File: src/rtl/riscv_pkg.sv
// Shared integer-pipeline types: widths, load funct3 encodings, writeback entry.
package riscv_pkg;

  localparam int unsigned XLEN       = 64;
  localparam int unsigned REG_ADDR_W = 5;

  // Load funct3 encodings; 3'b111 is the one illegal value
  typedef enum logic [2:0] {
    LB  = 3'b000,
    LH  = 3'b001,
    LW  = 3'b010,
    LD  = 3'b011,
    LBU = 3'b100,
    LHU = 3'b101,
    LWU = 3'b110
  } ld_funct3_e;

  typedef struct packed {
    logic [REG_ADDR_W-1:0] rd;
    logic [XLEN-1:0]       data;
  } wb_entry_t;

endpackage

File: src/rtl/load_extend.sv
// Aligns a load doubleword to its byte offset and sign/zero-extends it per funct3.
module load_extend
  import riscv_pkg::*;
(
  input  logic [XLEN-1:0] ld_data,
  input  logic [2:0]      ld_offset,
  input  logic [2:0]      ld_funct3,
  output logic [XLEN-1:0] ext_data,
  output logic            illegal
);

  logic [XLEN-1:0] shifted;

  // Shift the addressed byte down to bit 0, then extend to full width
  always_comb begin
    shifted  = ld_data >> {ld_offset, 3'b000};
    ext_data = '0;
    illegal  = 1'b0;
    case (ld_funct3)
      LB:      ext_data = {{(XLEN-8){shifted[7]}},   shifted[7:0]};
      LH:      ext_data = {{(XLEN-16){shifted[15]}}, shifted[15:0]};
      LW:      ext_data = {{(XLEN-32){shifted[31]}}, shifted[31:0]};
      LD:      ext_data = shifted;
      LBU:     ext_data = {{(XLEN-8){1'b0}},  shifted[7:0]};
      LHU:     ext_data = {{(XLEN-16){1'b0}}, shifted[15:0]};
      LWU:     ext_data = {{(XLEN-32){1'b0}}, shifted[31:0]};
      default: illegal  = 1'b1;
    endcase
  end

endmodule

File: src/rtl/writeback_unit.sv
// Writeback stage: merges load responses and buffered ALU results onto the register-file write port.
module writeback_unit
  import riscv_pkg::*;
#(
  parameter int unsigned FIFO_DEPTH = 2
) (
  input  logic                  clk,
  input  logic                  reset,
  input  logic                  alu_valid,
  output logic                  alu_ready,
  input  logic [REG_ADDR_W-1:0] alu_rd,
  input  logic [XLEN-1:0]       alu_data,
  input  logic                  ld_valid,
  input  logic [REG_ADDR_W-1:0] ld_rd,
  input  logic [XLEN-1:0]       ld_data,
  input  logic [2:0]            ld_funct3,
  input  logic [2:0]            ld_offset,
  output logic                  wrt_high_enable,
  output logic [REG_ADDR_W-1:0] destn_reg,
  output logic [XLEN-1:0]       destn_data,
  output logic                  ld_err,
  output logic [31:0]           pending_mask
);

  localparam int unsigned PTR_W = (FIFO_DEPTH > 1) ? $clog2(FIFO_DEPTH) : 1;
  localparam int unsigned CNT_W = $clog2(FIFO_DEPTH + 1);

  wb_entry_t        fifo_q [FIFO_DEPTH];
  logic [PTR_W-1:0] rd_ptr_q;
  logic [PTR_W-1:0] wr_ptr_q;
  logic [CNT_W-1:0] count_q;

  logic [XLEN-1:0]  ld_ext;
  logic             ld_illegal;

  logic             alu_fire_c;
  logic             alu_keep_c;
  logic             ld_keep_c;
  logic             pop_c;
  logic             bypass_c;
  logic             push_c;
  wb_entry_t        head_c;
  logic [PTR_W-1:0] pm_idx_c;

  load_extend u_load_extend (
    .ld_data   (ld_data),
    .ld_offset (ld_offset),
    .ld_funct3 (ld_funct3),
    .ext_data  (ld_ext),
    .illegal   (ld_illegal)
  );

  // Ready depends on current occupancy only, so a full FIFO never accepts even while popping
  assign alu_ready = (count_q < CNT_W'(FIFO_DEPTH));

  // Arbitration: load first, then FIFO head, then bypass of a fresh ALU result into an empty FIFO
  always_comb begin
    alu_fire_c = alu_valid & alu_ready;
    alu_keep_c = alu_fire_c & (alu_rd != '0);
    ld_keep_c  = ld_valid & (ld_rd != '0);
    pop_c      = ~ld_valid & (count_q != '0);
    bypass_c   = ~ld_valid & (count_q == '0) & alu_keep_c;
    push_c     = alu_keep_c & ~bypass_c;
    head_c     = fifo_q[rd_ptr_q];
  end

  // FIFO storage; contents are meaningless outside the valid window, so no reset
  always_ff @(posedge clk) begin
    if (push_c) begin
      fifo_q[wr_ptr_q] <= '{rd: alu_rd, data: alu_data};
    end
  end

  // FIFO pointers, occupancy and the registered write port
  always_ff @(posedge clk) begin
    if (reset) begin
      rd_ptr_q        <= '0;
      wr_ptr_q        <= '0;
      count_q         <= '0;
      wrt_high_enable <= 1'b0;
      destn_reg       <= '0;
      destn_data      <= '0;
      ld_err          <= 1'b0;
    end else begin
      if (push_c) wr_ptr_q <= wr_ptr_q + PTR_W'(1);
      if (pop_c)  rd_ptr_q <= rd_ptr_q + PTR_W'(1);
      count_q <= count_q + CNT_W'(push_c) - CNT_W'(pop_c);
      ld_err  <= ld_valid & ld_illegal;

      if (ld_valid) begin
        wrt_high_enable <= ld_keep_c;
        if (ld_keep_c) begin
          destn_reg  <= ld_rd;
          destn_data <= ld_ext;
        end
      end else if (pop_c) begin
        wrt_high_enable <= 1'b1;
        destn_reg       <= head_c.rd;
        destn_data      <= head_c.data;
      end else if (bypass_c) begin
        wrt_high_enable <= 1'b1;
        destn_reg       <= alu_rd;
        destn_data      <= alu_data;
      end else begin
        wrt_high_enable <= 1'b0;
      end
    end
  end

  // Destinations still in flight: valid FIFO entries plus the output register
  always_comb begin
    pending_mask = '0;
    pm_idx_c     = '0;
    for (int unsigned k = 0; k < FIFO_DEPTH; k++) begin
      pm_idx_c = rd_ptr_q + PTR_W'(k);
      if (CNT_W'(k) < count_q) begin
        pending_mask = pending_mask | (32'd1 << fifo_q[pm_idx_c].rd);
      end
    end
    if (wrt_high_enable) begin
      pending_mask = pending_mask | (32'd1 << destn_reg);
    end
  end

endmodule

File: config.mk
export PLATFORM = sky130hd
export DESIGN_NAME = writeback_unit
export DESIGN_NICKNAME = d
export VERILOG_FILES = /design/src/rtl/riscv_pkg.sv /design/src/rtl/load_extend.sv /design/src/rtl/writeback_unit.sv
export SDC_FILE = /design/constraint.sdc
export NUM_CORES = 1
export LEC_CHECK = 0
export BUFFER_PORTS_ARGS = -buffer_cell sky130_fd_sc_hd__buf_4
export CAP_MARGIN = 15
export CORE_AREA = 3 3 166 168
export CTS_CLUSTER_DIAMETER = 100
export DETAILED_ROUTE_END_ITERATION = 10
export DIE_AREA = 0 0 169 171
export HOLD_SLACK_MARGIN = 0.06
export PLACE_DENSITY = 0.68
export SYNTH_ARGS = -nofsm -noshare
export SYNTH_HDL_FRONTEND = slang
export SYNTH_SLANG_ARGS = --single-unit
File: constraint.sdc
create_clock -name clk -period 6.85 [get_ports clk]
set_clock_uncertainty 0.05 [all_clocks]
set_input_delay 1.37 -clock clk [delete_from_list [all_inputs] [get_ports clk]]
set_output_delay 1.37 -clock clk [all_outputs]
set_load 0.01 [all_outputs]
==> results of run 1 <==
==> kinds of logic after synthesis <==
kind of cell | Yosys count | synth area share [%]
xor+xnor | 4 | 0.292
mux | 171 | 16.5
buf+inv | 105 | 3.88
flops | 214 | 47.2
simple gates | 328 | 11.6
fa+ha+maj | 2 | 0.208
compound gates | 310 | 20.3
==> worst paths after layout <==
| kind | startpoint | endpoint |
|---|---|---|
| max | ld_valid | destn_data[63] |
| min | destn_data[8] | destn_data[8] |
| max reg2reg | count_q[1] | destn_data[63] |
| min reg2reg | destn_data[8] | destn_data[8] |
==> cells in the mapped netlist (all sizes together) (4+ instances only) <==
library cell / n / area share, %
a211oi: 46 / 2.9
inv: 10 / 0.31
buf: 37 / 1.8
nor2b: 9 / 0.47
a311oi: 42 / 4.6
and2: 5 / 0.26
mux2: 18 / 1.7
o22ai: 10 / 0.52
a22oi: 31 / 1.9
dfxtp: 76 / 13
a21oi: 39 / 1.6
a32oi: 10 / 0.73
nor4: 4 / 0.21
xnor2: 4 / 0.29
nor2: 145 / 4.5
a2bb2oi: 11 / 0.80
nor3: 27 / 1.1
nand2b: 13 / 0.68
o221a: 10 / 0.94
o21ai: 59 / 2.5
clkbuf: 57 / 1.8
a31oi: 11 / 0.57
mux2i: 133 / 11
o221ai: 10 / 0.73
nand2: 109 / 3.4
o2bb2ai: 7 / 0.51
mux4: 20 / 3.8
edfxtp: 138 / 35
==> layout make-up <==
| class | instances | area [um^2] |
|---|---|---|
| timing repair buffer | 260 | 1960 |
| sequential | 214 | 5670 |
| multi-input combinational | 815 | 5900 |
| antenna | 1 | 2.50 |
| inverter | 11 | 41.3 |
| tap | 335 | 419 |
| clock inverter | 9 | 46.3 |
| fill | 2282 | 11400 |
| clock buffer | 35 | 663 |
==> per-stage QoR <==
stage,std cells,power (mW),instance area (um^2)
floorplan,1134,2.81,12000
global placement,1634,3.33,14000
detailed placement,1635,3.36,14000
CTS,1679,4.54,14700
global route,1680,4.76,14700
finish,1680,4.52,14700
==> layer usage <==
metal / GRT usage, % / wire [um] / up-vias
li1: - / - / 4749
met1: 35.4 / 16500 / 4893
met2: 38.5 / 16900 / 443
met3: 4.46 / 2960 / 64
met4: 7.23 / 1050 / 2
met5: 0 / 13 / -
==> power by group <==
part	switching [mW]	internal, mW	leakage, nW	total, mW
Sequential	0.158	1.61	1.90	1.77
Clock	0.504	0.670	0.341	1.17
Combinational	0.944	0.636	3.36	1.58
Total	1.61	2.92	5.60	4.52
==> worst register-to-register path, cell delays in order (launching register included) <==
cell,delay [ns]
dfxtp_1,0.36
nor2_2,0.84
nand2_1,0.39
o21a_4,0.56
buf_4,0.44
nor2_1,0.23
a311oi_2,0.07
==> results.txt, run 1 <==
Resized Gates After CTS: 0
Area delta synth->final: 22.4%
Minimum clock period: 4.62 ns
Final #Nets: 1476
Syn_area_per_cell: 10.6 um^2
Status: finished clean
Top Ports: 252
Worst-skew pair later-pin latency: 0.52 ns
CTS tree: yes
Die area: 28900 um^2
Largest net degree at the start of global routing: 73
Cells on worst reg2reg path: 6
Row count: 59
Routed WL per cell: 22.3 um
Final core utilization: 56.4%
First-pass GRT wire length: 55.9 mm
Initial core utilization: 46.1%
Overflow after GRT: 0
Endpoints failing hold: 0
Headroom to the max-slew limit: 21.9%
Placer Congestion: 0.922
Worst path cell trace: buf_4, clkinv_1, nand2_1, o21a_4, buf_4, nor2_1, a311oi_2
Worst reg2reg setup slack: 3.76 ns
Crit path max fanout: 72
Clock Sinks: 214
CP arrival: 5.00 ns
Crit path max-delay family: buffers and inverters
Slowest cell on the critical path: clkinv_1
Min-delay worst type: reg2reg
LEAKAGE: 5.60 nW
Post-route setup slack: 2.23 ns
Final critical-path share of the clock period: 67.5%
CP most frequent cell: buf_4
Seq/Total Area, Yosys: 47.2%
RSZ-0062 raised after global routing: false
DRC Markers: 0
EDFF count, synth: 138
Crit end category: flop
YS warnings: 0
Max Slew Vio Count: 0
DP HPWL: 27.0 mm
WS Path Type: in2reg
DR vias: 10151
Peak VDD IR: 0.000247 V
Layout cells sized above 1: 28.2%
Max-capacitance violation count: 0
Total core area: 26100 um^2
Mapped Nets: 1284
Number of CTS-inserted buffers: 24
Worst Path Buf+Inv: 3
Hold buffers post-CTS: 0
Most common cell after layout, fill and taps aside: buf_4
Gr usage total: 24.6%
Startpoint types: input port
Peak Freq: 216 MHz
Dpl ws: 1.79 ns
TritonRoute pass-1 iters: 6
Clock-pin slew on the worst setup and hold paths: 0.06 ns
Synth async-reset ratio: 0%
Synth Register Bits: 214
Max reg flops: 138
Max incr delay on CP: 0.75 ns
Yosys cell types: 60
Initial antenna violation count: 2
Hold Worst Slack: 0.454 ns
TNS Setup: 0 ns
Power Density: 308 nW/um^2
Ys flop type: edfxtp_1
Hold Crit Depth: 2
CP required: 7.22 ns
DR iter-0 viols: 1054
Setup bufs post-CTS: 0
Synth Cell Area: 12000 um^2
H-tree depth: 1
Setup violators final: 0
Levels on crit path: 7
Die height: 171 um
Post-route ant nets: 0
Vias in the first global route: 9553
Slew @ Worst Pin: 1.17 ns
Vias per inst: 6.04
Gate Count Post-Synth: 1134
Most frequent cells in the layout: buf_4 (259), nor2_1 (143), edfxtp_1 (138)
Die Wd: 169 um
CTS root buf: clkbuf_16
I/O Buffers: 251
Final wirelength: 37.5 mm
Clock buffer depth: 3
Note: power is estimated with default switching activity, not from simulation.
==> run 2, diff against run 1 <==
--- a/config.mk
+++ b/config.mk
@@ -5,6 +5,7 @@
 export SDC_FILE = /design/constraint.sdc
 export NUM_CORES = 1
 export LEC_CHECK = 0
+export ABC_AREA = 1
 export BUFFER_PORTS_ARGS = -buffer_cell sky130_fd_sc_hd__buf_4
 export CAP_MARGIN = 15
 export CORE_AREA = 3 3 166 168
==> constraint.sdc (replaced) <==
create_clock -name clk -period 4.8 [get_ports clk]
set_clock_uncertainty 0.05 [all_clocks]
set_input_delay 0.96 -clock clk [delete_from_list [all_inputs] [get_ports clk]]
set_output_delay 0.96 -clock clk [all_outputs]
set_load 0.01 [all_outputs]
==> results.txt, run 2 <==
Status: finished clean (unchanged)
First-pass GRT wire length: 64.1 mm (was 55.9 mm)
Clock-pin slew on the worst setup and hold paths: 0.06 ns (about the same)
Initial antenna violation count: 1 (was 2)
Most instantiated library cell after synthesis: nand2_1 (was nor2_1)
Clock Sinks: 214 (unchanged)
Routed WL per cell: 19.9 um (was 22.3 um)
Peak VDD IR: 0.000506 V (was 0.000247 V)
Minimum clock period: 3.94 ns
Die Wd: 169 um (unchanged)
Slew @ Worst Pin: 1.18 ns (was 1.17 ns)
Post-route setup slack: 0.858 ns (was 2.23 ns)
Seq/Total Area, Yosys: 47.2% (about the same)
Crit end category: output port (was flop)
CTS root buf: clkbuf_16 (unchanged)
H-tree depth: 1 (unchanged)
CP arrival: 2.93 ns (was 5.00 ns)
YS warnings: 0 (unchanged)
LEAKAGE: 6.31 nW (was 5.60 nW)
Post-route ant nets: 0 (unchanged)
TNS Setup: 0 ns (unchanged)
Peak Freq: 254 MHz
Crit path max fanout: 32 (was 72)
Number of CTS-inserted buffers: 25 (was 24)
Startpoint types: flop (was input port)
Max incr delay on CP: 0.84 ns (was 0.75 ns)
Power Density: 475 nW/um^2 (was 308 nW/um^2)
Leading area contributor after synthesis: edfxtp_1 (unchanged)
Endpoints failing hold: 0 (unchanged)
Hold buffers post-CTS: 0 (unchanged)
CP required: 3.79 ns (was 7.22 ns)
TritonRoute pass-1 iters: 5 (was 6)
Dpl ws: 0.848 ns (was 1.79 ns)
Vias in the first global route: 11466 (was 9553)
Max Slew Vio Count: 0 (unchanged)
Synth Cell Area: 12000 um^2 (about the same)
Min-delay worst type: reg2reg (unchanged)
Synth area leaders: edfxtp_1 (35%), nand2_1 (13%), dfxtp_1 (13%) (was edfxtp_1 (35%), dfxtp_1 (13%), mux2i_1 (11%))
Die area: 28900 um^2 (unchanged)
Die height: 171 um (unchanged)
Syn_area_per_cell: 7.57 um^2 (was 10.6 um^2)
Setup bufs post-CTS: 0 (unchanged)
Vias per inst: 5.76 (was 6.04)
Overflow after GRT: 0 (unchanged)
Slowest cell on the critical path: nor2_1 (was clkinv_1)
Worst path cell trace: nand2_1, o21ai_0, inv_1, nor2_1, a22oi_1, nand2_1, buf_4 (was buf_4, clkinv_1, nand2_1, o21a_4, buf_4, nor2_1, a311oi_2)
Crit path max-delay family: simple AND/OR/NAND/NOR gates (was buffers and inverters)
Most instantiated cells after synthesis: nand2_1 (423), nor2_1 (241), o21ai_0 (149) (was nor2_1 (145), edfxtp_1 (138), mux2i_1 (133))
Max-capacitance violation count: 0 (unchanged)
Synth async-reset ratio: 0% (unchanged)
Final #Nets: 1920 (was 1476)
Synth Register Bits: 214 (unchanged)
Placer Congestion: 0.940 (was 0.922)
DR vias: 12226 (was 10151)
Filler instances: 2441 (was 2282)
Final core utilization: 56.6% (was 56.4%)
Worst Path Buf+Inv: 2 (was 3)
Layout cells sized above 1: 19.0% (was 28.2%)
Top Ports: 252 (unchanged)
Row count: 59 (unchanged)
RSZ-0062 raised after global routing: false (unchanged)
# diodes: 0 (was 1)
Total core area: 26100 um^2 (unchanged)
Mapped Nets: 1737 (was 1284)
Most frequent cells in the layout: nand2_1 (423), buf_4 (265), nor2_1 (239) (was buf_4 (259), nor2_1 (143), edfxtp_1 (138))
DR iter-0 viols: 1491 (was 1054)
Initial core utilization: 46.1% (about the same)
CTS tree: yes (unchanged)
Post-synth top area share: 34.5% (about the same)
EDFF count, synth: 138 (unchanged)
Worst-skew pair later-pin latency: 0.50 ns (was 0.52 ns)
Area delta synth->final: 22.8% (was 22.4%)
Ys flop type: edfxtp_1 (unchanged)
Setup violators final: 0 (unchanged)
Resized Gates After CTS: 0 (unchanged)
Headroom to the max-slew limit: 21.0% (was 21.9%)
Gr usage total: 27.9% (was 24.6%)
I/O Buffers: 251 (unchanged)
Max reg flops: 138 (unchanged)
DP HPWL: 29.3 mm (was 27.0 mm)
Most common cell after layout, fill and taps aside: nand2_1 (was buf_4)
DRC Markers: 0 (unchanged)
Final critical-path share of the clock period: 82.1%
Gate Count Post-Synth: 1587 (was 1134)
Final wirelength: 42.2 mm (was 37.5 mm)
WS Path Type: reg2out (was in2reg)
Largest net degree at the start of global routing: 74 (was 73)
Clock buffer depth: 3 (unchanged)
Yosys cell types: 40 (was 60)
CP most frequent cell: nand2_1 (was buf_4)
## run 2: cell types whose count changed in the layout (fill, tap and decap cells not counted), sizes merged, moves of 42 or more
cell / delta
mux2i: -130
nand2: +316
o21ai: +102
o31ai: +49
inv: +58
a211oi: -44
nor2: +98
a311oi: -42
nand3: +86
a21oi: +53
## run 2: per-stage QoR
stage / std cells / power [mW] / hold WS [ns] / cell area, um^2
after floorplan: 1587 / 4.11 / 0.410 / 12000
after global placement: 2076 / 5.12 / 0.443 / 13900
after detailed placement: 2076 / 5.15 / 0.465 / 13900
after CTS: 2121 / 6.99 / 0.482 / 14700
after global routing: 2123 / 7.38 / 0.496 / 14700
final: 2123 / 7.00 / 0.480 / 14700
## run 2: final timing paths
path / from / to / slack [ns] / depth (start not counted)
setup / recovery: flop / pending_mask[23] / 0.86 / 7
setup reg to reg: flop / destn_data[19] / 1.99 / 7
hold / removal: destn_data[7] / destn_data[7] / 0.48 / 2
hold reg to reg: destn_data[7] / destn_data[7] / 0.48 / 2
## run 2: layer usage
layer / vias up / wire, um / part of all wire (%) / track usage, %
li1: 5791 / - / - / -
met1: 5777 / 17500 / 41 / 38.0
met2: 579 / 20000 / 48 / 46.5
met3: 77 / 3600 / 8.5 / 4.64
met4: 2 / 1040 / 2.5 / 7.37
met5: - / 16 / 0.038 / 0
## run 2: logic make-up (layout without fill, tap and decap cells)
logic type | after synthesis | after routing | share of synthesized area, %
XOR/XNOR | 1 | 1 | 0.0730
AO/OA/AOI/OAI | 352 | 352 | 16.8
buffers and inverters | 181 | 382 | 6.84
flip-flops | 214 | 214 | 47.2
adder cells (fa/ha/maj) | 2 | 2 | 0.208
AND/OR/NAND/NOR | 834 | 834 | 28.7
multiplexers | 3 | 3 | 0.250
## run 2: worst register-to-register path, delay by kind of cell, from the launching register on
| family | cells | cell delay [ns] |
|---|---|---|
| DFF | 1 | 0.74 |
| and+or+nand+nor | 2 | 0.41 |
| buffers and inverters | 3 | 1.31 |
| AOI/OAI and AO/OA | 2 | 0.18 |
## run 2: power breakdown
| part | total (mW) | internal (mW) | switching (mW) |
|---|---|---|---|
| combinational | 2.51 | 0.852 | 1.66 |
| sequential | 2.65 | 2.39 | 0.259 |
| clock | 1.85 | 1.11 | 0.739 |
## run 2: layout make-up
type | count | area [um^2] | share of cell area, %
well taps | 335 | 419 | 2.84
clock buffers | 37 | 731 | 4.96
inverters | 69 | 259 | 1.76
clock inverters | 8 | 73.8 | 0.501
multi-input cells | 1192 | 5540 | 37.6
flip-flops and latches | 214 | 5670 | 38.4
repair buffers | 268 | 2050 | 13.9
==> run 3, diff against run 2 <==
--- a/config.mk
+++ b/config.mk
@@ -13,7 +13,7 @@
 export DETAILED_ROUTE_END_ITERATION = 10
 export DIE_AREA = 0 0 169 171
 export HOLD_SLACK_MARGIN = 0.06
-export PLACE_DENSITY = 0.68
+export PLACE_DENSITY = 0.71
 export SYNTH_ARGS = -nofsm -noshare
 export SYNTH_HDL_FRONTEND = slang
 export SYNTH_SLANG_ARGS = --single-unit
==> constraint.sdc (replaced) <==
create_clock -name clk -period 3.15 [get_ports clk]
set_clock_uncertainty 0.05 [all_clocks]
set_input_delay 0.63 -clock clk [delete_from_list [all_inputs] [get_ports clk]]
set_output_delay 0.63 -clock clk [all_outputs]
set_load 0.01 [all_outputs]
==> results.txt, run 3 (synthesized netlist as in run 2, its figures left out) <==
Setup violators final: 0 (unchanged)
Gr usage total: 27.5% (was 27.9%)
Sequential cell area: 5670 um^2 (about the same)
Slew @ Worst Pin: 0.708 ns (was 1.18 ns)
Top Ports: 252 (unchanged)
Post-route ant nets: 0 (unchanged)
Total core area: 26100 um^2 (unchanged)
Crit Reg-Reg Endpoint: destn_data[34] (was destn_data[19])
Row count: 59 (unchanged)
Clock buffer depth: 3 (unchanged)
WS Path Type: reg2out (unchanged)
DR vias: 12280 (was 12226)
Final #Nets: 1939 (was 1920)
LEAKAGE: 6.44 nW (was 6.31 nW)
CP required: 2.47 ns (was 3.79 ns)
Startpoint types: flop (unchanged)
Routed WL per cell: 19.4 um (was 19.9 um)
Endpoints failing hold: 0 (unchanged)
Max-capacitance violation count: 0 (unchanged)
Max Slew Vio Count: 0 (unchanged)
# diodes: 0 (unchanged)
Placer Congestion: 0.931 (was 0.940)
Placed cell count: 2096 (was 2076)
Vias per inst: 5.73 (was 5.76)
CP most frequent cell: inv_1 (was nand2_1)
Peak Freq: 336 MHz
Overall power: 10.8 mW (was 7.00 mW)
Minimum clock period: 2.97 ns
Area delta synth->final: 24.7% (was 22.8%)
Final core utilization: 57.5% (was 56.6%)
Initial antenna violation count: 1 (unchanged)
Final wirelength: 41.5 mm (was 42.2 mm)
RSZ-0062 raised after global routing: false (unchanged)
Multi-input logic area: 5570 um^2 (was 5540 um^2)
Worst reg2reg setup slack: 0.79 ns (was 1.99 ns)
Max reg flops: 138 (unchanged)
Slowest cell on the critical path: dfxtp_4 (was nor2_1)
Hold worst-path end: fifo_q[1][13] (was destn_data[7])
Overflow after GRT: 0 (unchanged)
Filler instances: 2428 (was 2441)
Crit end category: output port (unchanged)
Number of CTS-inserted buffers: 24 (was 25)
TritonRoute pass-1 iters: 6 (was 5)
Vias in the first global route: 11686 (was 11466)
Crit path max fanout: 11 (was 32)
DRC Markers: 0 (unchanged)
Worst path cell trace: inv_1, or2_2, o21ai_2, inv_1, nor2_1, nand3_1, o31ai_1, buf_4 (was nand2_1, o21ai_0, inv_1, nor2_1, a22oi_1, nand2_1, buf_4)
Min-delay worst type: in2reg (was reg2reg)
CP arrival: 2.29 ns (was 2.93 ns)
Non-filler cells, final: 2142 (was 2123)
Headroom to the max-slew limit: 52.8% (was 21.0%)
Final critical-path share of the clock period: 94.4%
Layout cells sized above 1: 20.3% (was 19.0%)
First-pass GRT wire length: 63.5 mm (was 64.1 mm)
Die Wd: 169 um (unchanged)
CTS root buf: clkbuf_16 (unchanged)
Most frequent cells in the layout: nand2_1 (423), buf_4 (283), nor2_1 (238) (was nand2_1 (423), buf_4 (265), nor2_1 (239))
Clock Sinks: 214 (unchanged)
Max incr delay on CP: 0.41 ns (was 0.84 ns)
H-tree depth: 1 (unchanged)
CTS tree: yes (unchanged)
I/O Buffers: 251 (unchanged)
Worst-skew pair later-pin latency: 0.51 ns (was 0.50 ns)
DP HPWL: 29.6 mm (was 29.3 mm)
Largest net degree at the start of global routing: 61 (was 74)
Cells on worst reg2reg path: 7 (unchanged)
Die area: 28900 um^2 (unchanged)
Min-delay src: alu_data[13] (was destn_data[7])
Peak VDD IR: 0.000553 V (was 0.000506 V)
Clock-pin slew on the worst setup and hold paths: 0.06 ns (about the same)
Die height: 171 um (unchanged)
DR iter-0 viols: 1183 (was 1491)
Initial core utilization: 46.1% (unchanged)
Most common cell after layout, fill and taps aside: nand2_1 (unchanged)
Status: finished clean (unchanged)
Power Density: 718 nW/um^2 (was 475 nW/um^2)
Hold Crit Depth: 1 (was 2)
[run 3: cell types whose count changed in the layout (fill, tap and decap cells not counted), moves of 2 or more]
cell and change:
nor4_1 -2, buf_4 +18, o21ai_0 -2, clkbuf_8 -3, clkinv_2 +2, o21ai_2 +2, buf_12 +2, clkbuf_1 -2
[run 3: metrics by stage]
step | hold slack, ns | setup slack (ns) | TNS [ns] | cell area, um^2
3_5_place_dp | 0.452 | 0.335 | 0 | 14100
6_report | 0.261 | 0.176 | 0 | 15000
4_1_cts | 0.244 | 0.0551 | 0 | 14900
5_1_grt | 0.247 | 0.0520 | 0 | 15000
3_3_place_gp | 0.440 | 0.402 | 0 | 14100
2_1_floorplan | 0.429 | -0.137 | -18.89 | 12000
[run 3: worst max-delay path, delay by kind of cell, from the launching register on]
kind	cells	cell delay [ns]
simple gates	3	0.53
compound gates	2	0.44
buf+inv	3	0.41
flops	1	0.41
[run 3: area by class of cell]
class / count / share of cell area [%]
Timing Repair Buffer: 288 / 14.9
Inverter: 69 / 1.74
Multi-Input combinational cell: 1192 / 37.2
Sequential cell: 214 / 37.9
Clock buffer: 33 / 4.72
Tap cell: 335 / 2.80
Clock inverter: 11 / 0.777
[run 3: where the power goes]
group / internal, mW / switching, mW / leakage, nW / total, mW
Clock: 1.74 / 1.13 / 0.408 / 2.87
Sequential: 3.64 / 0.340 / 1.90 / 3.98
Combinational: 1.38 / 2.53 / 4.13 / 3.91
[run 3: worst max path at each step]
stage / slack (ns) / cells past startpoint / from / endpoint
3_3_place_gp: 0.40 / 8 / rd_ptr_q / pending_mask[22]
4_1_cts: 0.06 / 8 / rd_ptr_q / pending_mask[12]
2_1_floorplan: -0.14 / 4 / ld_valid / fifo_q[1][0]
6_report: 0.18 / 8 / rd_ptr_q / pending_mask[12]
5_1_grt: 0.05 / 10 / rd_ptr_q / pending_mask[1]
3_5_place_dp: 0.34 / 8 / rd_ptr_q / pending_mask[4]
[run 3: timing repair]
action	in CTS	in global routing
setup buffers	0	2
gates resized for setup	4	7
setup endpoints to repair	5	26
hold buffers	0	0
[run 3: metal layers]
metal	part of all wire, %	up-vias	GRT usage, %
li1	-	5822	-
met1	40	5825	35.3
met2	48	537	47.3
met3	8.4	94	4.97
met4	3.3	2	8.82
met5	0.031	-	0
